$ cat src/rtl/cursor_paint_ctrl.sv
// Cursor bitmap RAM sequencer: display reads win the single RAM port, clear/mark/move writes fill the gaps.
// Build option CURSOR_TRAIL_EN: one write per step, so visited pixels stay lit.
module cursor_paint_ctrl #(
   parameter int HSIZE = 480,
   parameter int VSIZE = 272,
   parameter int STEP  = 5,
   parameter int AW    = 17
) (
   input  logic          CLK,
   input  logic          RESET,
   input  logic [2:0]    PushButton,
   input  logic          clr_req,
   input  logic          disp_req,
   input  logic [AW-1:0] disp_addr,
   output logic          disp_data,
   output logic          disp_valid,
   output logic          mem_en,
   output logic          mem_we,
   output logic [AW-1:0] mem_addr,
   output logic          mem_wdata,
   input  logic          mem_rdata,
   output logic [8:0]    row,
   output logic [8:0]    col,
   output logic          busy
);
   typedef enum logic [1:0] {S_IDLE, S_CLEAR, S_MARK, S_MOVE} state_t;
   typedef enum logic [1:0] {D_RIGHT, D_UP, D_DOWN} dir_t;

   localparam logic [AW-1:0] LAST_ADDR = AW'(HSIZE * VSIZE - 1);
   localparam logic [8:0]    COL_MAX   = 9'(HSIZE - 1);
   localparam logic [8:0]    ROW_MAX   = 9'(VSIZE - 1);
   localparam logic [3:0]    STEP_CNT  = 4'(STEP);

   state_t        r_state, w_state_next;
   dir_t          r_dir, w_dir_next;
   logic [8:0]    r_row, w_row_next;
   logic [8:0]    r_col, w_col_next;
   logic [AW-1:0] r_clr_addr, w_clr_addr_next;
   logic [3:0]    r_cnt, w_cnt_next;
   logic [2:0]    r_btn_prev;
   logic          r_disp_valid;
`ifndef CURSOR_TRAIL_EN
   logic          r_phase, w_phase_next;
`endif

   logic [2:0]    w_edge;
   logic [8:0]    w_step_row, w_step_col;
   logic [AW-1:0] w_cur_addr, w_step_addr, w_wr_addr;
   logic          w_wr_pend, w_wr_data, w_grant;

   assign w_edge = PushButton & ~r_btn_prev;

   // Coordinate one step ahead in the latched direction, with wrap-around.
   always_comb begin
      w_step_row = r_row;
      w_step_col = r_col;
      case (r_dir)
         D_RIGHT: w_step_col = (r_col == COL_MAX) ? 9'd0 : r_col + 9'd1;
         D_UP:    w_step_row = (r_row == ROW_MAX) ? 9'd0 : r_row + 9'd1;
         D_DOWN:  w_step_row = (r_row == 9'd0) ? ROW_MAX : r_row - 9'd1;
         default: ;
      endcase
   end

   assign w_cur_addr  = AW'(r_row) * AW'(HSIZE) + AW'(r_col);
   assign w_step_addr = AW'(w_step_row) * AW'(HSIZE) + AW'(w_step_col);

   // Internal write the current state wants to issue.
   always_comb begin
      w_wr_pend = 1'b0;
      w_wr_addr = '0;
      w_wr_data = 1'b0;
      case (r_state)
         S_CLEAR: begin
            w_wr_pend = 1'b1;
            w_wr_addr = r_clr_addr;
         end
         S_MARK: begin
            w_wr_pend = 1'b1;
            w_wr_addr = w_cur_addr;
            w_wr_data = 1'b1;
         end
         S_MOVE: begin
            w_wr_pend = 1'b1;
`ifdef CURSOR_TRAIL_EN
            w_wr_addr = w_step_addr;
            w_wr_data = 1'b1;
`else
            w_wr_addr = r_phase ? w_step_addr : w_cur_addr;
            w_wr_data = r_phase;
`endif
         end
         default: ;
      endcase
   end

   assign w_grant = w_wr_pend & ~disp_req & ~RESET;

   always_comb begin
      w_state_next    = r_state;
      w_dir_next      = r_dir;
      w_row_next      = r_row;
      w_col_next      = r_col;
      w_clr_addr_next = r_clr_addr;
      w_cnt_next      = r_cnt;
`ifndef CURSOR_TRAIL_EN
      w_phase_next    = r_phase;
`endif
      case (r_state)
         S_IDLE: begin
            if (clr_req) begin
               w_state_next    = S_CLEAR;
               w_clr_addr_next = '0;
            end else if (w_edge != 3'b000) begin
               w_state_next = S_MOVE;
               w_cnt_next   = STEP_CNT;
`ifndef CURSOR_TRAIL_EN
               w_phase_next = 1'b0;
`endif
               if (w_edge[0])      w_dir_next = D_RIGHT;
               else if (w_edge[1]) w_dir_next = D_UP;
               else                w_dir_next = D_DOWN;
            end
         end
         S_CLEAR: begin
            if (w_grant) begin
               if (r_clr_addr == LAST_ADDR) w_state_next = S_MARK;
               else                         w_clr_addr_next = r_clr_addr + 1'b1;
            end
         end
         S_MARK: begin
            if (w_grant) w_state_next = S_IDLE;
         end
         S_MOVE: begin
`ifdef CURSOR_TRAIL_EN
            if (w_grant) begin
`else
            if (w_grant && !r_phase) w_phase_next = 1'b1;
            if (w_grant && r_phase) begin
               w_phase_next = 1'b0;
`endif
               w_row_next = w_step_row;
               w_col_next = w_step_col;
               w_cnt_next = r_cnt - 4'd1;
               if (r_cnt == 4'd1) w_state_next = S_IDLE;
            end
         end
         default: w_state_next = S_IDLE;
      endcase
   end

   always_ff @(posedge CLK) begin
      if (RESET) begin
         r_state      <= S_CLEAR;
         r_dir        <= D_RIGHT;
         r_row        <= 9'd0;
         r_col        <= 9'd0;
         r_clr_addr   <= '0;
         r_cnt        <= 4'd0;
         r_btn_prev   <= 3'b000;
         r_disp_valid <= 1'b0;
`ifndef CURSOR_TRAIL_EN
         r_phase      <= 1'b0;
`endif
      end else begin
         r_state      <= w_state_next;
         r_dir        <= w_dir_next;
         r_row        <= w_row_next;
         r_col        <= w_col_next;
         r_clr_addr   <= w_clr_addr_next;
         r_cnt        <= w_cnt_next;
         r_btn_prev   <= PushButton;
         r_disp_valid <= disp_req;
`ifndef CURSOR_TRAIL_EN
         r_phase      <= w_phase_next;
`endif
      end
   end

   assign disp_data  = mem_rdata;
   assign disp_valid = r_disp_valid;
   assign mem_en     = ~RESET & (disp_req | w_wr_pend);
   assign mem_we     = w_grant;
   assign mem_addr   = disp_req ? disp_addr : w_wr_addr;
   assign mem_wdata  = w_grant & w_wr_data;
   assign row        = r_row;
   assign col        = r_col;
   assign busy       = (r_state != S_IDLE);
endmodule

$ cat config.mk
export PLATFORM = sky130hd
export DESIGN_NAME = cursor_paint_ctrl
export DESIGN_NICKNAME = d
export VERILOG_FILES = /design/src/rtl/cursor_paint_ctrl.sv
export SDC_FILE = /design/constraint.sdc
export NUM_CORES = 1
export LEC_CHECK = 0
export CAP_MARGIN = 20
export CORE_MARGIN = 1.5
export CORE_UTILIZATION = 25
export DETAILED_ROUTE_END_ITERATION = 6
export GPL_ROUTABILITY_DRIVEN = 1
export PLACE_DENSITY = 0.48
export SYNTH_ARGS = -nofsm -noshare
export SYNTH_HDL_FRONTEND = slang
export SYNTH_SLANG_ARGS = --single-unit
$ cat constraint.sdc
create_clock -name CLK -period 8 [get_ports CLK]
set_clock_uncertainty 0.15 [all_clocks]
set_input_delay 2.4 -clock CLK [delete_from_list [all_inputs] [get_ports CLK]]
set_output_delay 2.4 -clock CLK [all_outputs]
set_load 0.01 [all_outputs]
* Word-level counts from Yosys, hierarchy flattened
Index checks and enable logic that the tools add are counted.
** Storage, ports and cells
- Output and inout port bits :: 41
- Bits in registers :: 48
** Operators by class
- Multiplexer cells :: 33
- Add/subtract/negate cells :: 7
- Multipliers :: 2
- Bitwise gates (word level) :: 10
- Equal/unequal tests :: 20
- Reductions and logical operators :: 17
** Operator list (count)
- 17-bit 2-to-1 mux :: 5
- 17-bit one-hot mux with 3 select lines :: 1
- 9-bit 2-to-1 mux :: 4
- 17-bit by 9-bit adder with 17-bit output :: 2
- 17-bit one-hot mux with 2 select lines :: 1
- 9-bit by 4-bit multiplier with 12-bit output, second input constant :: 2
- 9-bit by 1-bit adder with 9-bit output, second input constant :: 2
- 9-bit == test, second input constant :: 2
- 2-bit 2-to-1 mux :: 9
- 2-bit inequality test, second input constant :: 9
- 9-bit one-hot mux with 2 select lines :: 1
- 17-bit by 1-bit adder with 17-bit output, second input constant :: 1
- 17-bit == test, second input constant :: 1
- 4-bit 2-to-1 mux :: 3
- 4-bit AND reduction :: 3
- 9-bit logical NOT :: 1
- 9-bit by 1-bit subtractor with 9-bit output, second input constant :: 1
- 2-bit one-hot mux with 4 select lines :: 1
- 4-bit one-hot mux with 2 select lines :: 1
- 2-bit == test, second input constant :: 3
- 3-bit inequality test, second input constant :: 2
- 6-bit AND reduction :: 1
- 2-bit nonzero test :: 3
- 1-bit 2-to-1 mux :: 5
- other kinds (16) :: 25

* Logic depth before layout (Yosys ltp)
Gate-level depths: netlist of the first run.
- Depth after elaboration :: 9
- Depth in mapped cells :: 25
- Gate-level depth less buffers :: 24

* Worst setup path after synthesis of the first run
OpenSTA, ideal clock, no wires.
- Kind :: register -> output
- From :: reg r_row[6] (netlist: row[6])
- To :: out mem_addr[16]
- Arrival :: 5.411 ns
- Setup slack :: 0.039 ns
- Data required time :: 5.450 ns
- Stages on the path, launching flop included :: 24
- Cells stage by stage :: dfxtp_1 inv_1 ha_1 nand2_1 or3_1 a32o_1 and3_1 a21oi_1 inv_1 fa_1 inv_1 fa_1 inv_1 ha_1 buf_6 a21o_1 a221oi_1 xnor2_1 nand4_2 nor3b_2 xnor2_1 xnor2_1 a221oi_2 a221oi_2
** On the way
- Word-level cells in the longest chain between the ends :: 8
- Elaborated cells on any way between the ends :: 14
- Those cells by class :: add/sub (4); mul (2); eq/ne (1); mux (6); reduce/logical (1)
** RTL lines
- start, declared :: RTL line 36 : logic [8:0] r_row, w_row_next;
- start signal, assigned :: RTL line 168 : r_row <= w_row_next;
- 9-bit == test or 9-bit logical NOT (tied branches) :: RTL line 59, 60
- 9-bit 2-to-1 mux, on equally long branches :: RTL line 59, 60
- 9-bit one-hot mux with 2 select lines (*) :: RTL line 57 : case (r_dir)
- net w_step_row[5] :: RTL line 47 : logic [8:0] w_step_row, w_step_col;
- 9-bit by 4-bit multiplier with 12-bit output (*) :: RTL line 66 : assign w_step_addr = AW'(w_step_row) * AW'(HSIZE) + AW'(w_step_col);
- 17-bit by 9-bit adder with 17-bit output (*) :: RTL line 66
- 17-bit 2-to-1 mux (*) :: RTL line 89 : w_wr_addr = r_phase ? w_step_addr : w_cur_addr;
- 17-bit one-hot mux with 3 select lines (*) :: RTL line 73 : case (r_state)
- 17-bit 2-to-1 mux (*) :: RTL line 184 : assign mem_addr = disp_req ? disp_addr : w_wr_addr;
- end, declared :: RTL line 19 : output logic [AW-1:0] mem_addr,
The timed path passes the listed nets; every way through them passes the cells marked *.

* Worst setup path in the final report of the first run
- From :: reg r_row[1] (netlist: row[1])
- To :: out mem_addr[16]
** On the way
- Word-level cells in the longest chain between the ends :: 8
- Elaborated cells on any way between the ends :: 14
- Those cells by class :: add/sub (4); mul (2); eq/ne (1); mux (6); reduce/logical (1)
** RTL lines
- 9-bit by 1-bit subtractor with 9-bit output (tied with other cells) :: RTL line 60 : D_DOWN: w_step_row = (r_row == 9'd0) ? ROW_MAX : r_row - 9'd1;
- 9-bit 2-to-1 mux, on equally long branches :: RTL line 60, 59
- 9-bit one-hot mux with 2 select lines (*) :: RTL line 57
- net w_step_row[1] :: RTL line 47
- 9-bit by 4-bit multiplier with 12-bit output (*) :: RTL line 66
- 17-bit by 9-bit adder with 17-bit output (*) :: RTL line 66
- 17-bit 2-to-1 mux (*) :: RTL line 89
- 17-bit one-hot mux with 3 select lines (*) :: RTL line 73
- 17-bit 2-to-1 mux (*) :: RTL line 184
Marked as above.

==> results of run 1 <==
==> layer usage <==
| layer | GRT usage | up-vias | wire length (um) |
|---|---|---|---|
| met5 | 0 | - | 0 |
| met3 | 0.0217 | 16 | 599 |
| met2 | 0.271 | 78 | 8140 |
| li1 | - | 2675 | - |
| met1 | 0.193 | 2385 | 7680 |
| met4 | 0.0379 | 0 | 318 |
==> path summary, 6_finish.rpt <==
kind / slack, ps / cells after the start / startpoint / to
setup / recovery: 50 / 26 / row[1] / mem_addr[16]
hold / removal: 340 / 2 / r_dir[0] / r_dir[0]
setup reg to reg: 4430 / 6 / r_state[1] / r_cnt[3]
hold reg to reg: 340 / 2 / r_dir[0] / r_dir[0]
==> layout by cell type (no fill, tap or decap), types with 11 or more instances in the layout <==
master / netlist / final
dfxtp_1: 48 / 41
a22oi_1: 11 / 11
a21oi_1: 51 / 47
ha_1: 61 / 52
nand3_1: 21 / 19
nor2_1: 60 / 58
clkdlybuf4s50_1: 0 / 55
buf_4: 1 / 87
xor2_1: 37 / 37
inv_1: 74 / 63
and3_1: 11 / 11
nor3_1: 16 / 16
nand2_1: 72 / 68
fa_1: 29 / 29
o21ai_0: 36 / 33
xnor2_1: 23 / 22
==> cell type report <==
class,count,area share
Tap cell,280,0.0468
Clock inverter,3,0.00920
Inverter,75,0.0386
Timing Repair Buffer,154,0.176
Multi-Input combinational cell,552,0.583
Clock buffer,5,0.0167
Sequential cell,48,0.130
==> logic make-up (layout without fill, tap and decap cells) <==
family                     Yosys count  in the layout  synth area share
AOI/OAI and AO/OA                  169            169             0.200
xor gates and xnor gates            61             61            0.0988
adders and majority gates           90             90             0.245
buffers and inverters               98            237            0.0721
DFF                                 48             48             0.175
muxes                                2              2           0.00388
and+or+nand+nor                    230            230             0.205
==> flip-flops by register name, summed over array words and instances (netlist names) <==
name	count
r_btn_prev	3
col	9
disp_valid	1
r_state	2
r_cnt	4
r_clr_addr	17
row	9
r_phase	1
r_dir	2
==> power by group through the flow <==
stage,clock network (mW),logic [mW],registers (mW)
floorplan,0,0.0207,0.247
global placement,0,0.0470,0.247
detailed placement,0,0.0469,0.247
CTS,0.304,0.0461,0.241
global route,0.308,0.0500,0.241
finish,0.291,0.0449,0.241
==> critical path, stage by stage (launching register included) <==
cell and delay [ps]:
dfxtp_4 370, inv_4 70, ha_4 150, nand2_4 50, or3_4 380, buf_6 120
a21oi_2 120, a21oi_2 50, a21oi_2 150, ha_1 250, and2_4 160, nor2_4 90
inv_2 50, fa_1 510, inv_2 50, fa_1 520, ha_4 310, a21o_1 170
a31oi_4 60, nor4_4 260, nand4_2 130, nor3b_2 220, xnor2_1 90, xnor2_1 230
a221oi_2 100, a221oi_2 260, buf_2 170
==> repair_timing <==
action                                  4_1_cts  5_1_grt
endpoints found under the setup margin        8        9
gates resized for setup                      21       70
pin swaps                                     4       31
setup buffers                                 2       10
==> flow_summary.yaml, run 1 <==
outcome:
  status: "finished, final reports clean"
sta:
  hold_viol: 0
  min_period_ps: 7950
  setup_viol: 0
  drv_slew: 0
  fin_tns_setup_ps: 0
  relSlewSlack: 0.364
  grt_setup_unrepaired: "yes"
  period_share: 0.994
  layout_setup_ws_ps: 48.7
  max_freq_ghz: 0.126
  whs_ps: 335
  worst_pin_slew_ps: 951
detailed_routing:
  detail-route-antenna-nets: 0
  wl_um: 16700
  drt-initial-drc-count: 173
  post_drt_wl_per_cell_um: 15.0
  vias: 5154
  drc: 0
  drt_first_pass_iters: 5
  viasPerCell: 4.61
logic_synthesis:
  synth_area_leader_cell: "dfxtp_1"
  synth_ff_type: "dfxtp_1"
  netlist_area_um2: 5490
  post-synth-top-count-cell: "inv_1"
  synthArstFlopShare: 0
  synth_warnings: 0
  yosysUniqueCellTypes: 67
  yosys-top-cells-count: "74 x inv_1, 72 x nand2_1, 61 x ha_1"
  avgSynthCellArea_um2: 7.86
  yosysSeqAreaShare: 0.175
  synth_nets: 813
  synth_area_leaders: "dfxtp_1 18%, ha_1 14%, fa_1 11%"
  synth_edf_count: 0
  syn_inst: 698
  yosysTopAreaCellShare: 0.175
  ys_ff_latch: 48
clocking:
  cts_max_level: 2
  clockBufferDepth: 2
  cts_tree: "built"
  clk_latency_ps: 300
  clk_pin_slew_ps: 80
  cts_buffers: 5
  root_buffer: "clkbuf_16"
  clkSinkCount: 48
  hold_buffers: 0
finish:
  fin_nets: 951
  areaGrowthSynthToFinish_pct: 36.4
  antenna-diode-count: 0
  finish.instance_area_um2: 7480
  fillers: 2295
  final_cells: 1117
  regArea_um2: 972
  multi_input_area_um2: 4360
  post-route-util: 0.345
  layout-drive-gt1-share: 0.203
pwr:
  power_frac_clock: 0.505
  power.leakage_nw: 3.40
  power_mw: 0.577
  p_int_mw: 0.445
  switching_share: 0.229
  pwr-share-comb: 0.078
  power_density_nw_per_um2: 77.1
  pwr-share-seq: 0.417
  p_switching_mw: 0.132
  vdd_drop_max_uv: 65.6
worst_setup_path:
  crit_required_ps: 5450
  end_kind: "output pin"
  startpoint_type: "flop"
  crit_type: "reg -> out"
  worstPathMaxFanout: 5
  crit_arrival_ps: 5400
placement:
  io_buffers: 63
  detailed_place_hpwl_um: 13300
  gp_congestion: 0.845
  pre_cts_ws_ps: -180
  dp.cells: 1097
  postPlaceCellArea_um2: 6950
die:
  dieArea_um2: 22800
  fp.dieH_um: 151
  row_count: 54
  fp.coreArea_um2: 21700
  chipWidth_um: 151
  initial_core_util: 0.253
  pin_count: 66
run:
  max-cap-violations: 0
global_routing:
  grt_pass1_vias: 5051
  gr-usage-all-layers: 0.152
  grt_pass1_wl_um: 26900
  antenna_found_initial: 0
  gr-total-overflow: 0
  grt_max_degree: 36
hold_path:
  hold_path.class: "reg -> reg"
(Power assumes the default switching activity.)
==> run 2: changes to the inputs <==
- CAP_MARGIN: 20 -> not set
- CELL_PAD_IN_SITES_DETAIL_PLACEMENT: not set -> 1
- CELL_PAD_IN_SITES_GLOBAL_PLACEMENT: not set -> 1
- PLACE_DENSITY: 0.48 -> 0.59
==> flow_summary.yaml, run 2 (synthesis gave the netlist of run 1 again) <==
outcome:
  status: "finished, final reports clean"
global_routing:
  gr-total-overflow: 0
  antenna_found_initial: 0
  grt_max_degree: 36
  grt_pass1_vias: 5608
  grt_pass1_wl_um: 29400
  gr-usage-all-layers: 0.167
clocking:
  clk_latency_ps: 310
  clockBufferDepth: 2
  cts_max_level: 2
  cts_buffers: 5
  cts_tree: "built"
  clk_pin_slew_ps: 70
  root_buffer: "clkbuf_16"
  clkSinkCount: 48
pwr:
  p_switching_mw: 0.135
  switching_share: 0.257
  pwr-share-comb: 0.088
  p_int_mw: 0.390
  power.leakage_nw: 3.43
  power_frac_clock: 0.453
  power_density_nw_per_um2: 68.5
  power_mw: 0.525
  vdd_drop_max_uv: 74.3
  pwr-share-seq: 0.459
sta:
  min_period_ps: 7960
  layout_setup_ws_ps: 39.2
  worst_pin_slew_ps: 938
  drv_slew: 0
  period_share: 0.995
  hold_viol: 0
  max_freq_ghz: 0.126
  grt_setup_unrepaired: "yes"
  relSlewSlack: 0.373
  setup_viol: 0
  whs_ps: 344
  fin_tns_setup_ps: 0
detailed_routing:
  viasPerCell: 4.75
  wl_um: 18800
  drt-initial-drc-count: 190
  drc: 0
  drt_first_pass_iters: 4
  detail-route-antenna-nets: 0
  post_drt_wl_per_cell_um: 16.7
  vias: 5363
finish:
  regMostFlops: "r_clr_addr"
  layout_commonest_cell: "buf_4"
  areaGrowthSynthToFinish_pct: 39.6
  antenna-diode-count: 0
  fillers: 2606
  mostFrequentLayoutCells: "98 x buf_4, 68 x nand2_1, 61 x inv_1"
  layout-drive-gt1-share: 0.230
  fin_nets: 963
  largest_register_ffs: 17
  final_cells: 1129
run:
  max-cap-violations: 0
worst_setup_path:
  crit_required_ps: 5450
  r2r_slack_ps: 4390
  crit_end: "mem_addr[14]"
  reg2regPathDepth: 6
  timing.rr.end: "r_cnt[3]"
  worstPathMaxFanout: 5
  crit_arrival_ps: 5410
  r2r-start: "r_state[1]"
  worstSetupStartpoint: "row[2]"
  crit_type: "reg -> out"
  end_kind: "output pin"
  startpoint_type: "flop"
die:
  chipWidth_um: 151
  initial_core_util: 0.253
  pin_count: 66
  dieArea_um2: 22800
  row_count: 54
  fp.coreArea_um2: 21700
  fp.dieH_um: 151
hold_path:
  worstHoldStart: "r_dir[0]"
  hold_path.class: "reg -> reg"
placement:
  gp_congestion: 0.827
  io_buffers: 63
  detailed_place_hpwl_um: 14800
  dp.cells: 1106
  pre_cts_ws_ps: -263
-- run 2: changes by cell type in the layout (fill, tap and decap cells not counted), moves of 3 or more --
| cell | before | now |
|---|---|---|
| a21oi_2 | 6 | 2 |
| a21oi_4 | 0 | 4 |
| buf_4 | 87 | 98 |
| ha_1 | 52 | 48 |
| a221oi_2 | 5 | 2 |
-- run 2: layer usage --
metal / global-route usage / share of wire
met5: 0 / 0
met4: 0.0383 / 0.015
met3: 0.0205 / 0.032
met2: 0.303 / 0.50
met1: 0.210 / 0.45
-- run 2: power groups by stage --
stage          logic [mW]  clock network, mW  registers (mW)
2_1_floorplan      0.0207                  0           0.247
3_3_place_gp       0.0480                  0           0.247
3_5_place_dp       0.0480                  0           0.247
4_1_cts            0.0470              0.247           0.241
5_1_grt            0.0504              0.256           0.241
6_report           0.0462              0.238           0.241
-- run 2: worst max-delay path, stage by stage, from the launching register on --
cell	delay [ps]
dfxtp_2	360
buf_6	120
ha_4	140
nand3_4	90
o21a_1	230
buf_4	140
a32o_1	200
and3_4	150
a21oi_4	120
inv_2	70
fa_1	550
inv_2	40
fa_1	540
inv_2	50
ha_4	230
buf_4	150
a21oi_4	170
nor2_1	90
a2111oi_4	400
xor2_2	210
buf_4	160
xor2_1	190
a221oi_1	120
a221oi_1	280
clkdlybuf4s15_1	290
-- run 2: how the worst min path moves through the flow --
| stage | to | slack [ps] | cells after the start |
|---|---|---|---|
| 2_1_floorplan | r_dir[0] | 300 | 2 |
| 3_3_place_gp | r_dir[0] | 320 | 2 |
| 3_5_place_dp | r_dir[0] | 330 | 2 |
| 4_1_cts | r_dir[0] | 340 | 2 |
| 5_1_grt | r_dir[0] | 380 | 2 |
| 6_report | r_dir[0] | 340 | 2 |
-- run 2: area by class of cell --
type	instances	area (um^2)	share of cell area
Multi-Input combinational cell	552	4480	0.585
Sequential cell	48	973	0.127
Clock buffer	6	139	0.0181
Inverter	75	289	0.0378
Tap cell	280	350	0.0458
Timing Repair Buffer	166	1410	0.184
Clock inverter	2	15.0	0.00196
-- run 2: through the flow --
stage               instance area (um^2)   util
global placement                    7010  0.323
detailed placement                  7010  0.323
floorplan                           5490      -
finish                              7650  0.353
CTS                                 7240  0.334
global route                        7650  0.353
-- run 2: what timing repair did --
action,CTS,global route
gates resized for setup,25,88
pin swaps,10,44
setup endpoints to repair,8,8
setup buffers,3,13
hold buffers,0,0
==> run 3: changes to the inputs <==
- CAP_MARGIN: not set -> 20
- GPL_TIMING_DRIVEN: not set -> 0
==> flow_summary.yaml, run 3 (synthesis gave the netlist of run 1 again) <==
sta:
  drv_slew: 0
  min_period_ps: 8060
  worst_pin_slew_ps: 783
  max_freq_ghz: 0.124
  fin_tns_setup_ps: -58.3
  relSlewSlack: 0.478
  period_share: 1.01
  grt_setup_unrepaired: "yes"
  hold_viol: 0
  layout_setup_ws_ps: -58.3
  setup_viol: 1
placement:
  gp_congestion: 0.824
  pre_cts_ws_ps: -1590
  io_buffers: 62
  dp.cells: 1040
  detailed_place_hpwl_um: 14100
die:
  fp.coreArea_um2: 21700
  dieArea_um2: 22800
  initial_core_util: 0.253
  row_count: 54
  fp.dieH_um: 151
  pin_count: 66
  chipWidth_um: 151
worst_setup_path:
  crit_chain: "inv_4 -> ha_4 -> nand2_4 -> or3_4 -> a32o_1 -> and3_4 -> a21oi_4 -> inv_2 -> fa_1 -> inv_2 -> fa_1 -> inv_2 -> ha_4 -> buf_4 -> o2111ai_1 -> a21oi_1 -> a2111oi_4 -> xor2_2 -> nor3b_4 -> xnor2_2 -> xnor2_2 -> a221oi_2 -> a221oi_2 -> buf_2"
  worstPathMaxFanout: 7
  cpPeakStageDelay_ps: 550
  crit_type: "reg -> out"
  cp_top_family: "adder cells"
  crit_top_cell: "inv_2"
  cp_num_buf_inv: 6
  cp_slowest_cell: "fa_1"
  end_kind: "output pin"
  crit_arrival_ps: 5510
  startpoint_type: "flop"
  crit_required_ps: 5450
detailed_routing:
  wl_um: 18400
  viasPerCell: 4.82
  vias: 5242
  drc: 0
  post_drt_wl_per_cell_um: 16.9
  drt_first_pass_iters: 4
  detail-route-antenna-nets: 0
  drt-initial-drc-count: 178
finish:
  regArea_um2: 995
  layout-drive-gt1-share: 0.180
  mostFrequentLayoutCells: "66 x nand2_1, 62 x inv_1, 58 x nor2_1"
  fin_nets: 921
  layout_commonest_cell: "nand2_1"
  largest_register_ffs: 17
  multi_input_area_um2: 4530
  final_cells: 1087
  antenna-diode-count: 0
  fillers: 2574
  areaGrowthSynthToFinish_pct: 34.7
  regMostFlops: "r_clr_addr"
run:
  max-cap-violations: 0
clocking:
  cts_buffers: 5
  cts_tree: "built"
  clkSinkCount: 48
  clk_latency_ps: 300
  cts_max_level: 2
  root_buffer: "clkbuf_16"
  clockBufferDepth: 2
  hold_buffers: 0
  clk_pin_slew_ps: 80
global_routing:
  grtUsageMet1: 0.221
  grt_max_degree: 17
  gr-usage-all-layers: 0.167
  gr-total-overflow: 0
  antenna_found_initial: 0
  grt_use_met2: 0.295
  grt_pass1_wl_um: 29600
  grt_pass1_vias: 5433
  grtUsageMet3: 0.0205
  grt-busiest-layer: "met2"
pwr:
  vdd_drop_max_uv: 99.0
  power.leakage_nw: 3.25
  power_density_nw_per_um2: 77.6
hold_path:
  hold_path.class: "reg -> reg"
outcome:
  violations: "setup timing"
  status: "finished with violations"
-- run 3: layout make-up --
type | instances | area share
Buffer | 22 | 0.0149
Clock buffer | 5 | 0.0169
Tap cell | 280 | 0.0474
Clock inverter | 3 | 0.00932
Timing Repair Buffer | 102 | 0.122
Inverter | 75 | 0.0422
Multi-Input combinational cell | 552 | 0.613
Sequential cell | 48 | 0.135
-- run 3: worst min-delay path, stage by stage (launching register included) --
cell     delay (ps)
dfxtp_1         330
nand2_1          60
a21oi_1          50
-- run 3: what timing repair did --
action | 4_1_cts | 5_1_grt
buffers inserted | 29 | 11
resized for setup | 99 | 40
pin swaps | 21 | 35
gates cloned | 0 | 0
setup endpoints to repair | 9 | 8
-- run 3: path summary, 6_finish.rpt --
check	from	to	slack (ps)	cells past startpoint
setup / recovery	row[4]	mem_addr[16]	-60	24
hold / removal	r_dir[0]	r_dir[0]	340	2
setup reg to reg	r_state[1]	col[4]	5400	6
hold reg to reg	r_dir[0]	r_dir[0]	340	2
-- run 3: through the flow --
stage	area (um^2)	total power, mW	hold WS [ps]	utilization
finish	7390	0.573	340	0.341
detailed placement	6460	0.298	328	0.298
global placement	6460	0.297	318	0.298
CTS	7170	0.584	345	0.331
floorplan	5490	0.267	299	-
global route	7390	0.593	385	0.341
-- run 3: layer usage --
| metal | vias to the layer above | share of wire |
|---|---|---|
| met5 | - | 0 |
| met4 | 0 | 0.0096 |
| met3 | 12 | 0.026 |
| met2 | 62 | 0.48 |
| met1 | 2554 | 0.48 |
| li1 | 2614 | - |
-- run 3: power by group --
part	internal [mW]	switching [mW]	leakage, nW	total [mW]
Sequential	0.237	0.000814	0.395	0.238
Combinational	0.0257	0.0237	2.76	0.0494
Clock	0.181	0.105	0.0944	0.286
Total	0.444	0.130	3.25	0.573
